File: config.mk
export PLATFORM = sky130hd
export DESIGN_NAME = busca_instrucao_flat
export DESIGN_NICKNAME = d
export VERILOG_FILES = /design/src/rtl/busca_instrucao_if.sv /design/src/rtl/busca_instrucao.sv /design/src/flat_wrapper.sv
export SDC_FILE = /design/constraint.sdc
export NUM_CORES = 1
export LEC_CHECK = 0
export BUFFER_PORTS_ARGS = -buffer_cell sky130_fd_sc_hd__clkbuf_2
export CAP_MARGIN = 15
export CORE_ASPECT_RATIO = 0.7
export CORE_MARGIN = 2
export CORE_UTILIZATION = 30
export CTS_BUF_LIST = sky130_fd_sc_hd__clkbuf_8
export DETAILED_ROUTE_END_ITERATION = 7
export SYNTH_ARGS = -nofsm -noshare
export SYNTH_HDL_FRONTEND = slang
export SYNTH_SLANG_ARGS = --single-unit
File: constraint.sdc
create_clock -name clk -period 2.35 [get_ports clk]
set_clock_uncertainty 0.1 [all_clocks]
set_input_delay 0.47 -clock clk [delete_from_list [all_inputs] [get_ports clk]]
set_output_delay 0.47 -clock clk [all_outputs]
set_load 0.02 [all_outputs]
File: src/rtl/busca_instrucao_if.sv
// Instruction-memory bus between the fetch sequencer (master) and the synchronous ROM (slave).
// Read data is valid the cycle after imem_rd is sampled high.
interface busca_instrucao_if #(
    parameter int ADDR_W  = 8,
    parameter int INSTR_W = 16
);
    logic [ADDR_W-1:0]  imem_addr;
    logic               imem_rd;
    logic [INSTR_W-1:0] imem_data;

    modport master (
        output imem_addr,
        output imem_rd,
        input  imem_data
    );

    modport slave (
        input  imem_addr,
        input  imem_rd,
        output imem_data
    );
endinterface

File: src/rtl/busca_instrucao.sv
// Instruction fetch/issue sequencer: FETCH -> LOAD -> ISSUE per word, halts on the decoder's Stop.
// Every output is a register or a direct view of one.
module busca_instrucao #(
    parameter int ADDR_W  = 8,
    parameter int INSTR_W = 16,
    parameter int CNT_W   = 16
) (
    input  logic                clk,
    input  logic                rst,
    input  logic                start,
    input  logic                stall,
    input  logic                Stop,
    busca_instrucao_if.master   imem,
    output logic [2:0]          OpCode,
    output logic [INSTR_W-1:0]  instr,
    output logic                instr_valid,
    output logic [ADDR_W-1:0]   pc,
    output logic                halted,
    output logic [CNT_W-1:0]    instr_count
);

    typedef enum logic [2:0] {
        S_IDLE  = 3'd0,
        S_FETCH = 3'd1,
        S_LOAD  = 3'd2,
        S_ISSUE = 3'd3,
        S_HALT  = 3'd4
    } state_t;

    localparam logic [ADDR_W-1:0] PC_ONE  = {{(ADDR_W-1){1'b0}}, 1'b1};
    localparam logic [CNT_W-1:0]  CNT_ONE = {{(CNT_W-1){1'b0}}, 1'b1};
    localparam logic [CNT_W-1:0]  CNT_MAX = {CNT_W{1'b1}};

    state_t             state_q;
    logic [ADDR_W-1:0]  pc_q;
    logic [INSTR_W-1:0] ir_q;
    logic               rd_q;
    logic               valid_q;
    logic               halted_q;
    logic [CNT_W-1:0]   cnt_q;
    logic [CNT_W-1:0]   cnt_d;

    // Saturating retire count; the stop instruction is counted like any other.
    always_comb begin
        cnt_d = cnt_q;
        if (cnt_q == CNT_MAX) begin
            cnt_d = cnt_q;
        end else begin
            cnt_d = cnt_q + CNT_ONE;
        end
    end

    // Sequencer state machine with its registered outputs.
    always_ff @(posedge clk) begin
        if (rst) begin
            state_q  <= S_IDLE;
            pc_q     <= '0;
            ir_q     <= '0;
            rd_q     <= 1'b0;
            valid_q  <= 1'b0;
            halted_q <= 1'b0;
            cnt_q    <= '0;
        end else begin
            case (state_q)
                S_IDLE: begin
                    if (start) begin
                        state_q <= S_FETCH;
                        pc_q    <= '0;
                        cnt_q   <= '0;
                        rd_q    <= 1'b1;
                    end
                end
                S_FETCH: begin
                    state_q <= S_LOAD;
                    rd_q    <= 1'b0;
                end
                S_LOAD: begin
                    state_q <= S_ISSUE;
                    ir_q    <= imem.imem_data;
                    pc_q    <= pc_q + PC_ONE;
                    valid_q <= 1'b1;
                end
                S_ISSUE: begin
                    // While stalled the issued word is held and Stop is not yet honoured.
                    if (!stall) begin
                        cnt_q   <= cnt_d;
                        valid_q <= 1'b0;
                        if (Stop) begin
                            state_q  <= S_HALT;
                            halted_q <= 1'b1;
                        end else begin
                            state_q <= S_FETCH;
                            rd_q    <= 1'b1;
                        end
                    end
                end
                S_HALT: begin
                    if (start) begin
                        state_q  <= S_FETCH;
                        pc_q     <= '0;
                        cnt_q    <= '0;
                        rd_q     <= 1'b1;
                        halted_q <= 1'b0;
                    end
                end
                default: begin
                    state_q  <= S_IDLE;
                    rd_q     <= 1'b0;
                    valid_q  <= 1'b0;
                    halted_q <= 1'b0;
                end
            endcase
        end
    end

    assign imem.imem_addr = pc_q;
    assign imem.imem_rd   = rd_q;
    assign OpCode         = ir_q[INSTR_W-1 -: 3];
    assign instr          = ir_q;
    assign instr_valid    = valid_q;
    assign pc             = pc_q;
    assign halted         = halted_q;
    assign instr_count    = cnt_q;

endmodule

File: src/flat_wrapper.sv
// flat-port wrapper written by rule: the top's interface ports become plain ports
module busca_instrucao_flat 
#(
    parameter int ADDR_W  = 8,
    parameter int INSTR_W = 16,
    parameter int CNT_W   = 16
)
  (clk, rst, start, stall, Stop, OpCode, instr, instr_valid, pc, halted, instr_count, imem_imem_addr, imem_imem_rd, imem_imem_data);
  busca_instrucao_if #(.ADDR_W(ADDR_W), .INSTR_W(INSTR_W)) imem_i ();
  input  logic clk;
  input  logic rst;
  input  logic start;
  input  logic stall;
  input  logic Stop;
  output logic [2:0] OpCode;
  output logic [INSTR_W-1:0] instr;
  output logic instr_valid;
  output logic [ADDR_W-1:0] pc;
  output logic halted;
  output logic [CNT_W-1:0] instr_count;
  output wire logic [$bits(imem_i.imem_addr)-1:0] imem_imem_addr;
  output wire logic [$bits(imem_i.imem_rd)-1:0] imem_imem_rd;
  input wire logic [$bits(imem_i.imem_data)-1:0] imem_imem_data;
  assign imem_imem_addr = imem_i.imem_addr;
  assign imem_imem_rd = imem_i.imem_rd;
  assign imem_i.imem_data = imem_imem_data;
  busca_instrucao #(.ADDR_W(ADDR_W), .INSTR_W(INSTR_W), .CNT_W(CNT_W)) u_core (.clk(clk), .rst(rst), .start(start), .stall(stall), .Stop(Stop), .imem(imem_i), .OpCode(OpCode), .instr(instr), .instr_valid(instr_valid), .pc(pc), .halted(halted), .instr_count(instr_count));
endmodule
==> results.ini, run 1 <==
[clock_network]
hold_buffers = 0
cts_setup_buffers = 0
htree_num_levels = 2
cts-root-buf = clkbuf_8
clock_sinks = 46
cts_buffer_depth = 2
clock_latency_ps = 290
cts_tree = yes
cts_resized = 0
numCtsBuffers = 5
clkTransAtPathRegs_ps = 90

[worst_setup_path]
critical_path.max_fanout = 6
worst_ep_arrival_time_ps = 2250
required_ps = 2400
cp-start-kind = flip-flop
path_class = reg -> reg
cp-end-kind = flip-flop

[yosys]
yosysWarnings = 0
synth_edf_count = 0
avgSynthCellArea_um2 = 8.12
syn_area_um2 = 2310
syn_inst = 284
synth-async-reset-ratio = 0
ys_seq_area_frac = 0.399
synth_cell_types = 48
ys.flop_type = dfxtp_1
ys_seq_elements = 46
syn_nets = 307

[sta]
period_needed_ps = 2200
fmax_mhz = 455
fin_crit_sh = 0.935
finalSetupViolCount = 0
holdWs_ps = 291
timing_hold_violations_final = 0
rsz0062_at_grt = false
tightest_slew_ps = 749
setup_tns_ps = 0
slew_headroom = 0.499
final_max_slew_viol_count = 0

[power_and_ir_drop]
ir_drop_mv = 0.289
power.leakage_nw = 1.11
power_density_nw_per_um2 = 598

[global_routing]
grt_pass1_wl_um = 10700
grt-ovfl-total = 0
antenna_found_initial = 0
grt_max_degree = 28
grt_pass1_vias = 2095
track_usage = 0.158

[route]
wl_um = 6530
drt_iter0_drc = 138
routed_via_density = 5.21
dr.pass1.iters = 5
drc = 0
vias = 2301
drt.antenna.violating_nets = 0
routedWlPerCell_um = 14.8

[floorplan]
die-area_um2 = 8420
core_um2 = 7380
rows = 26
top_level_ports = 75
die_h_um = 77.4
fp.dieW_um = 109
start_util = 0.312

[place]
place_hpwl_um = 4810
gp_congestion = 0.877
dp_cells = 435
port-buffer-count = 74

[cells_and_area]
fin_util = 0.382
area_growth_pct = 22.3
multi_input_area_um2 = 1200
ff_latch_area_um2 = 921
stdcell_count = 442
drive_above_1_share = 0.294
diodes = 0
finalNetCount = 367
fillers = 765

[worst_hold_path]
holdCritPathClass = in -> reg

[status]
run_status = complete, no violations

[run]
drv_cap = 0

where the power goes:
part           leakage (nW)  switching, mW  internal, mW  total, mW
combinational         0.676          0.166        0.0810      0.247
clock                0.0573          0.264         0.341      0.605
sequential            0.373         0.0281         0.808      0.836
logic make-up (layout without fill, tap and decap cells):
kind of cell / after synthesis / count (layout) / share of synthesized area
AO/OA/AOI/OAI: 71 / 71 / 0.203
XOR/XNOR: 6 / 6 / 0.0228
adder cells (fa/ha/maj): 2 / 2 / 0.0108
buffers and inverters: 37 / 97 / 0.0808
flip-flops: 46 / 46 / 0.399
multiplexers: 3 / 3 / 0.0130
AND/OR/NAND/NOR: 119 / 119 / 0.271
state kept, by name, indices dropped and copies added (netlist names):
register               count
u_core.imem.imem_rd        1
u_core.instr_valid         1
u_core.imem.imem_addr      8
u_core.instr              16
u_core.halted              1
u_core.instr_count        16
u_core.state_q             3
critical path: stages, from the launching register on:
cell	delay, ps
dfxtp_1	430
ha_1	260
nand3_1	230
or4_1	700
o211ai_1	230
a221oi_1	110
cells in the mapped netlist, types with 2 or more instances:
cell	number	share of area
o21ai_0	12	0.026
mux2i_1	3	0.013
nand4_1	6	0.016
nor4_1	4	0.011
a21oi_1	25	0.054
or3b_2	2	0.0076
ha_1	2	0.011
and3_1	3	0.0081
a31oi_1	5	0.014
dfxtp_1	46	0.40
nor2b_1	3	0.0081
nor3_1	3	0.0065
inv_1	8	0.013
a211oi_1	7	0.023
a221oi_1	5	0.019
and4_1	2	0.0076
or4_1	2	0.0065
nand2_1	49	0.080
o211ai_1	4	0.013
buf_4	11	0.036
nor3b_1	3	0.0098
a311oi_1	2	0.0076
o2111ai_1	2	0.0076
xor2_1	3	0.011
buf_2	5	0.011
clkbuf_1	13	0.021
nand2b_1	3	0.0081
xnor2_1	3	0.011
a41oi_1	3	0.011
nand3_1	9	0.020
nor2_1	19	0.031
path summary, 6_finish.rpt:
kind	start	endpoint	slack, ps	cells after the start
worst min register to register	u_core.instr[7]	u_core.instr[7]	360	2
worst max-delay path	u_core.instr_count[1]	u_core.instr_count[4]	150	5
worst max register to register	u_core.instr_count[1]	u_core.instr_count[4]	150	5
worst min-delay path	imem_imem_data[14]	u_core.instr[14]	290	3
metrics by stage:
stage          setup slack [ps]  power (mW)  cell area (um2)
3_3_place_gp                306        1.10             2710
2_1_floorplan               261        1.02             2310
5_1_grt                    9.40        1.78             2820
3_5_place_dp                173        1.10             2710
4_1_cts                     157        1.72             2820
6_report                    154        1.69             2820
placed cells by master (no fill, tap or decap), types with 2 or more instances in the layout:
cell type,netlist,final
a211oi_1,7,7
a21oi_1,25,25
a221oi_1,5,5
a311oi_1,2,2
a31oi_1,5,5
a41oi_1,3,3
and3_1,3,3
and4_1,2,2
buf_4,11,8
clkbuf_2,0,74
clkbuf_8,0,6
dfxtp_1,46,46
ha_1,2,2
inv_1,8,8
mux2i_1,3,3
nand2_1,49,49
nand2b_1,3,3
nand3_1,9,9
nand4_1,6,6
nor2_1,19,19
nor2b_1,3,3
nor3_1,3,3
nor3b_1,3,2
nor4_1,4,4
o2111ai_1,2,2
o211ai_1,4,4
o21ai_0,12,12
or3b_2,2,2
or4_1,2,2
xnor2_1,3,3
xor2_1,3,3
final cells by class:
type	instances	area share
clock inverters	1	0.0106
inverters	8	0.0106
well taps	98	0.0435
clock buffers	6	0.0293
repair buffers	82	0.153
multi-input cells	201	0.427
flip-flops and latches	46	0.326
layer usage:
layer,up-vias,track usage,share of wire
met1,1055,0.239,0.47
met5,-,0,0
li1,1127,-,-
met2,117,0.224,0.43
met4,0,0.0308,0.0054
met3,2,0.0412,0.090
Note: power is estimated with default switching activity, not from simulation.
==> inputs of run 2 (changes only) <==
- ABC_AREA: default -> 1
==> run 2 against run 1 <==
Compared with the run above:
- die area rose by 4.5%
- global-route usage fell by 0.70 points
- final cell count rose by 19%
- design area rose by 3.5%
- synthesized cell count rose by 27%
- routed wire length fell by 3.0%
- core utilization fell by 0.95 points
- area after synthesis rose by 4.7%
- register-to-register slack improved by 250 ps
- clock power barely moved
- non-clock buffer count fell by 5
- total power rose by 68%
- critical endpoint is now u_core.instr_count[14]
==> results.ini, run 2 <==
[global_routing]
gr-usage-met1 = 0.210
grt-ovfl-total = 0
grt_max_degree = 30
track_usage = 0.151
grt_pass1_vias = 2267
antenna_found_initial = 0
globalRouteMet3Util = 0.0389
grt_pass1_wl_um = 10900
met2_usage = 0.237
busiest_layer = met2

[clock_network]
cts_setup_buffers = 0
clock_sinks = 46
cts-root-buf = clkbuf_8
clkTransAtPathRegs_ps = 100
clock_latency_ps = 290
cts_resized = 0
cts_tree = yes
hold_buffers = 0
htree_num_levels = 2
numCtsBuffers = 5
cts_buffer_depth = 2

[cells_and_area]
ff_latch_area_um2 = 921
finalNetCount = 449
mostFrequentLayoutCell = nor2_1
final_cell_area_um2 = 2920
final_cell_mix = 75 x nor2_1, 74 x clkbuf_2, 67 x nand2_1
diodes = 0
fillers = 833
multi_input_area_um2 = 1190
area_growth_pct = 20.9
drive_above_1_share = 0.248

[floorplan]
die_h_um = 79.1
start_util = 0.308
die-area_um2 = 8790
fp.dieW_um = 111
rows = 27
core_um2 = 7840
top_level_ports = 75

[place]
port-buffer-count = 74
place_hpwl_um = 4740
placed_area_um2 = 2810
gp_congestion = 0.918

[sta]
finalSetupViolCount = 0
slew_headroom = 0.748
rsz0062_at_grt = false
tightest_slew_ps = 376
timing_hold_violations_final = 0
final_max_slew_viol_count = 0
fin_crit_sh = 0.828
period_needed_ps = 1950
setup_tns_ps = 0
fmax_mhz = 514

[worst_setup_path]
path_class = reg -> reg
r2r_cells = 11
path_cells = ha_1, nand2_2, nor2_2, nand2_2, nor2_4, nand2_4, nand2_4, inv_2, nand2_1, nand2_1, nor2_1
r2r-end = u_core.instr_count[14]
critical_path.max_fanout = 14
rrSetupSlack_ps = 400
path_delay_family = simple AND/OR/NAND/NOR gates
cp-start-kind = flip-flop
cp-end-kind = flip-flop
cp_num_cells = 11
r2r_start = u_core.instr_count[0]
crit_slowest_cell = dfxtp_1
required_ps = 2490
worst_ep_arrival_time_ps = 2080
critPathMaxStageDelay_ps = 430
cp_num_buf_inv = 1

[route]
wl_um = 6330
drc = 0
drt.antenna.violating_nets = 0
routedWlPerCell_um = 12.0
drt_iter0_drc = 215
dr.pass1.iters = 4
vias = 2432
routed_via_density = 4.61

[yosys]
avgSynthCellArea_um2 = 6.67
syn_inst = 362
netlist.area_leader.share = 0.381
synth_edf_count = 0
synth_fa_ha_area_frac = 0.0104
ys_seq_area_frac = 0.381
ys_seq_elements = 46
yosysWarnings = 0
synth_top_family_by_area = simple AND/OR/NAND/NOR gates
synth-async-reset-ratio = 0
syn_nets = 385
synth-compound-area-share = 0.121
syn_area_um2 = 2410
synth_area_leaders = dfxtp_1 38%, nor2_1 12%, nand2_1 10%
yosysMostFrequentCell = nor2_1
synth_cell_types = 29
synth_area_leader_cell = dfxtp_1
synth-xor-area-share = 0.00363
synth_common_cells = 75 x nor2_1, 67 x nand2_1, 46 x dfxtp_1, 39 x inv_1, 29 x o21ai_0
muxShareOfSynthArea = 0
yosys.area_share.simple = 0.360
ys.flop_type = dfxtp_1

[power_and_ir_drop]
power_density_nw_per_um2 = 970
ir_drop_mv = 0.377
power.total_mw = 2.83
power.leakage_nw = 1.35

[worst_hold_path]
holdPathStages = 3
hold_start = imem_imem_data[9]
hold_end = u_core.instr[9]
holdCritPathClass = in -> reg

[run]
drv_cap = 0

[status]
run_status = complete, no violations

run 2: worst min-delay path, delay by kind of cell:
| kind | cells | cell delay, ps |
|---|---|---|
| and+or+nand+nor | 1 | 80 |
| buffers and inverters | 1 | 70 |
| AOI/OAI and AO/OA | 1 | 70 |
run 2: kinds of logic after synthesis:
| kind of cell | count (synthesis) |
|---|---|
| DFF | 46 |
| AOI/OAI and AO/OA | 56 |
| and+or+nand+nor | 192 |
| buffers and inverters | 65 |
| xor gates and xnor gates | 1 |
| adders and majority gates | 2 |
run 2: worst max-delay path by stage:
| stage | slack (ps) | end | start |
|---|---|---|---|
| 3_3_place_gp | 530 | u_core.instr_count[14] | u_core.instr_count[0] |
| 5_1_grt | 210 | u_core.instr_count[14] | u_core.instr_count[0] |
| 6_report | 400 | u_core.instr_count[14] | u_core.instr_count[0] |
| 4_1_cts | 400 | u_core.instr_count[14] | u_core.instr_count[0] |
| 3_5_place_dp | 440 | u_core.instr_count[14] | u_core.instr_count[0] |
| 2_1_floorplan | 580 | u_core.instr_count[10] | u_core.instr_count[0] |
run 2: cell type report:
cell class / instances / share of cell area
clock buffers: 5 / 0.0236
clock inverters: 3 / 0.0150
inverters: 45 / 0.0596
multi-input cells: 251 / 0.409
flip-flops and latches: 46 / 0.315
well taps: 101 / 0.0433
repair buffers: 77 / 0.135
run 2: metal layers:
| metal | share of wire | wire length (um) | vias to the layer above |
|---|---|---|---|
| met5 | 0 | 0 | - |
| met4 | 0.0055 | 35 | 0 |
| met3 | 0.071 | 447 | 2 |
| met2 | 0.42 | 2640 | 87 |
| met1 | 0.51 | 3210 | 1083 |
| li1 | - | - | 1260 |
run 2: per-stage QoR:
step                hold WS [ps]  setup slack, ps  cells  utilization
floorplan                    424              576    362            -
global placement             350              531    520        0.358
detailed placement           356              444    520        0.358
CTS                          312              401    528        0.373
global route                 330              207    528        0.373
finish                       324              405    528        0.373
run 2: power by group:
group	leakage (nW)	internal (mW)	switching [mW]
registers	0.375	0.927	0.133
logic	0.915	0.373	0.792
clock network	0.0585	0.319	0.288
total	1.35	1.62	1.21
==> inputs of run 3 (changes only) <==
- clock period: 2.35 -> 1.58 ns (I/O delays scaled with it)
==> run 3 against run 2 <==
Compared with the run above:
- worst setup slack got worse by 350 ps
- design area up 13%
- register-to-register slack got worse by 350 ps
- critical path type unchanged
- largest cell class unchanged
==> results.ini, run 3 (synthesis results as in run 2) <==
[status]
run_status = complete, no violations

[clock_network]
numCtsBuffers = 5
clock_latency_ps = 290
cts-root-buf = clkbuf_8
hold_buffers = 0
cts_buffer_depth = 2
htree_num_levels = 2
cts_tree = yes
clock_sinks = 46
clkTransAtPathRegs_ps = 90

[global_routing]
grt_pass1_vias = 2288
grt_pass1_wl_um = 10800
antenna_found_initial = 0
track_usage = 0.150
grt-ovfl-total = 0
grt_max_degree = 30

[cells_and_area]
multi_input_area_um2 = 1300
diodes = 0
fillers = 818
stdcell_count = 559
drive_above_1_share = 0.358
mostFrequentLayoutCell = clkbuf_2
fin_util = 0.421
area_growth_pct = 36.7
final_cell_mix = 74 x clkbuf_2, 72 x nor2_1, 59 x nand2_1
finalNetCount = 480
ff_latch_area_um2 = 935

[sta]
slew_headroom = 0.823
timing_hold_violations_final = 0
setup_slack_ps = 59.4
final_max_slew_viol_count = 0
fin_crit_sh = 0.962
period_needed_ps = 1520
rsz0062_at_grt = true
finalSetupViolCount = 0
fmax_mhz = 658
tightest_slew_ps = 265
setup_tns_ps = 0

[worst_setup_path]
path_class = reg -> reg
cpMostUsedCell = nand2_4
cp-end-kind = flip-flop
cp-start-kind = flip-flop
required_ps = 1700
critical_path.max_fanout = 7
worst_ep_arrival_time_ps = 1640
cp_num_buf_inv = 1
path_delay_family = simple AND/OR/NAND/NOR gates
crit_slowest_cell = dfxtp_4
critPathMaxStageDelay_ps = 370
path_cells = ha_4, nand2_4, nor2_4, nand2_4, nor2_4, nand2_4, nand2_8, buf_6, nand2_2, a21oi_2

[floorplan]
die-area_um2 = 8790
start_util = 0.308
top_level_ports = 75
rows = 27
fp.dieW_um = 111
core_um2 = 7840
die_h_um = 79.1

[place]
place_ws_ps = -11.7
place_hpwl_um = 4960
dp_cells = 549
gp_congestion = 0.871
port-buffer-count = 74

[power_and_ir_drop]
ir_drop_mv = 0.496
power.leakage_nw = 1.56
power_density_nw_per_um2 = 1390
power.total_mw = 4.58

[run]
drv_cap = 0

[route]
drt_iter0_drc = 175
routedWlPerCell_um = 11.8
routed_via_density = 4.57
vias = 2555
drt.antenna.violating_nets = 0
wl_um = 6600
dr.pass1.iters = 4
drc = 0

[worst_hold_path]
holdCritPathClass = in -> reg

[run 3: layout make-up]
class | instances | share of cell area
Tap cell | 101 | 0.0383
Timing Repair Buffer | 108 | 0.203
Sequential cell | 46 | 0.283
Clock buffer | 5 | 0.0208
Inverter | 45 | 0.0549
Multi-Input combinational cell | 251 | 0.395
Clock inverter | 3 | 0.00531
[run 3: worst paths after layout]
kind	depth (start not counted)	end	start	slack, ps
max	10	u_core.instr_count[4]	u_core.instr_count[0]	60
min	3	u_core.instr[8]	imem_imem_data[8]	180
max reg2reg	10	u_core.instr_count[4]	u_core.instr_count[0]	60
min reg2reg	2	u_core.imem.imem_rd	u_core.imem.imem_rd	370
[run 3: layer usage]
layer / up-vias / track usage / routed length [um]
li1: 1319 / - / -
met1: 1166 / 0.214 / 3370
met2: 66 / 0.235 / 2790
met3: 4 / 0.0321 / 379
met4: 0 / 0.0296 / 57
met5: - / 0 / 0
[run 3: stage by stage]
| step | instance area (um2) | hold slack, ps |
|---|---|---|
| global placement | 3080 | 352 |
| global route | 3300 | 185 |
| floorplan | 2440 | 294 |
| CTS | 3180 | 169 |
| finish | 3300 | 178 |
| detailed placement | 3080 | 364 |
[run 3: what timing repair did]
action                                  in CTS  in global routing
buffers inserted                             0                  2
pin swaps                                    0                  6
endpoints found under the setup margin       7                 20
gates resized for setup                      3                 34
hold endpoints to repair                     0                  0
[run 3: worst min-delay path, cell delays in order]
cell and delay [ps]:
clkbuf_2 80, o21ai_0 70, nor2_1 80
[run 3: where the power goes]
group	total (mW)	internal (mW)	switching, mW	leakage (nW)
logic	2.30	0.908	1.40	1.13
clock network	0.719	0.307	0.412	0.0493
registers	1.55	1.40	0.156	0.378
total	4.58	2.61	1.96	1.56
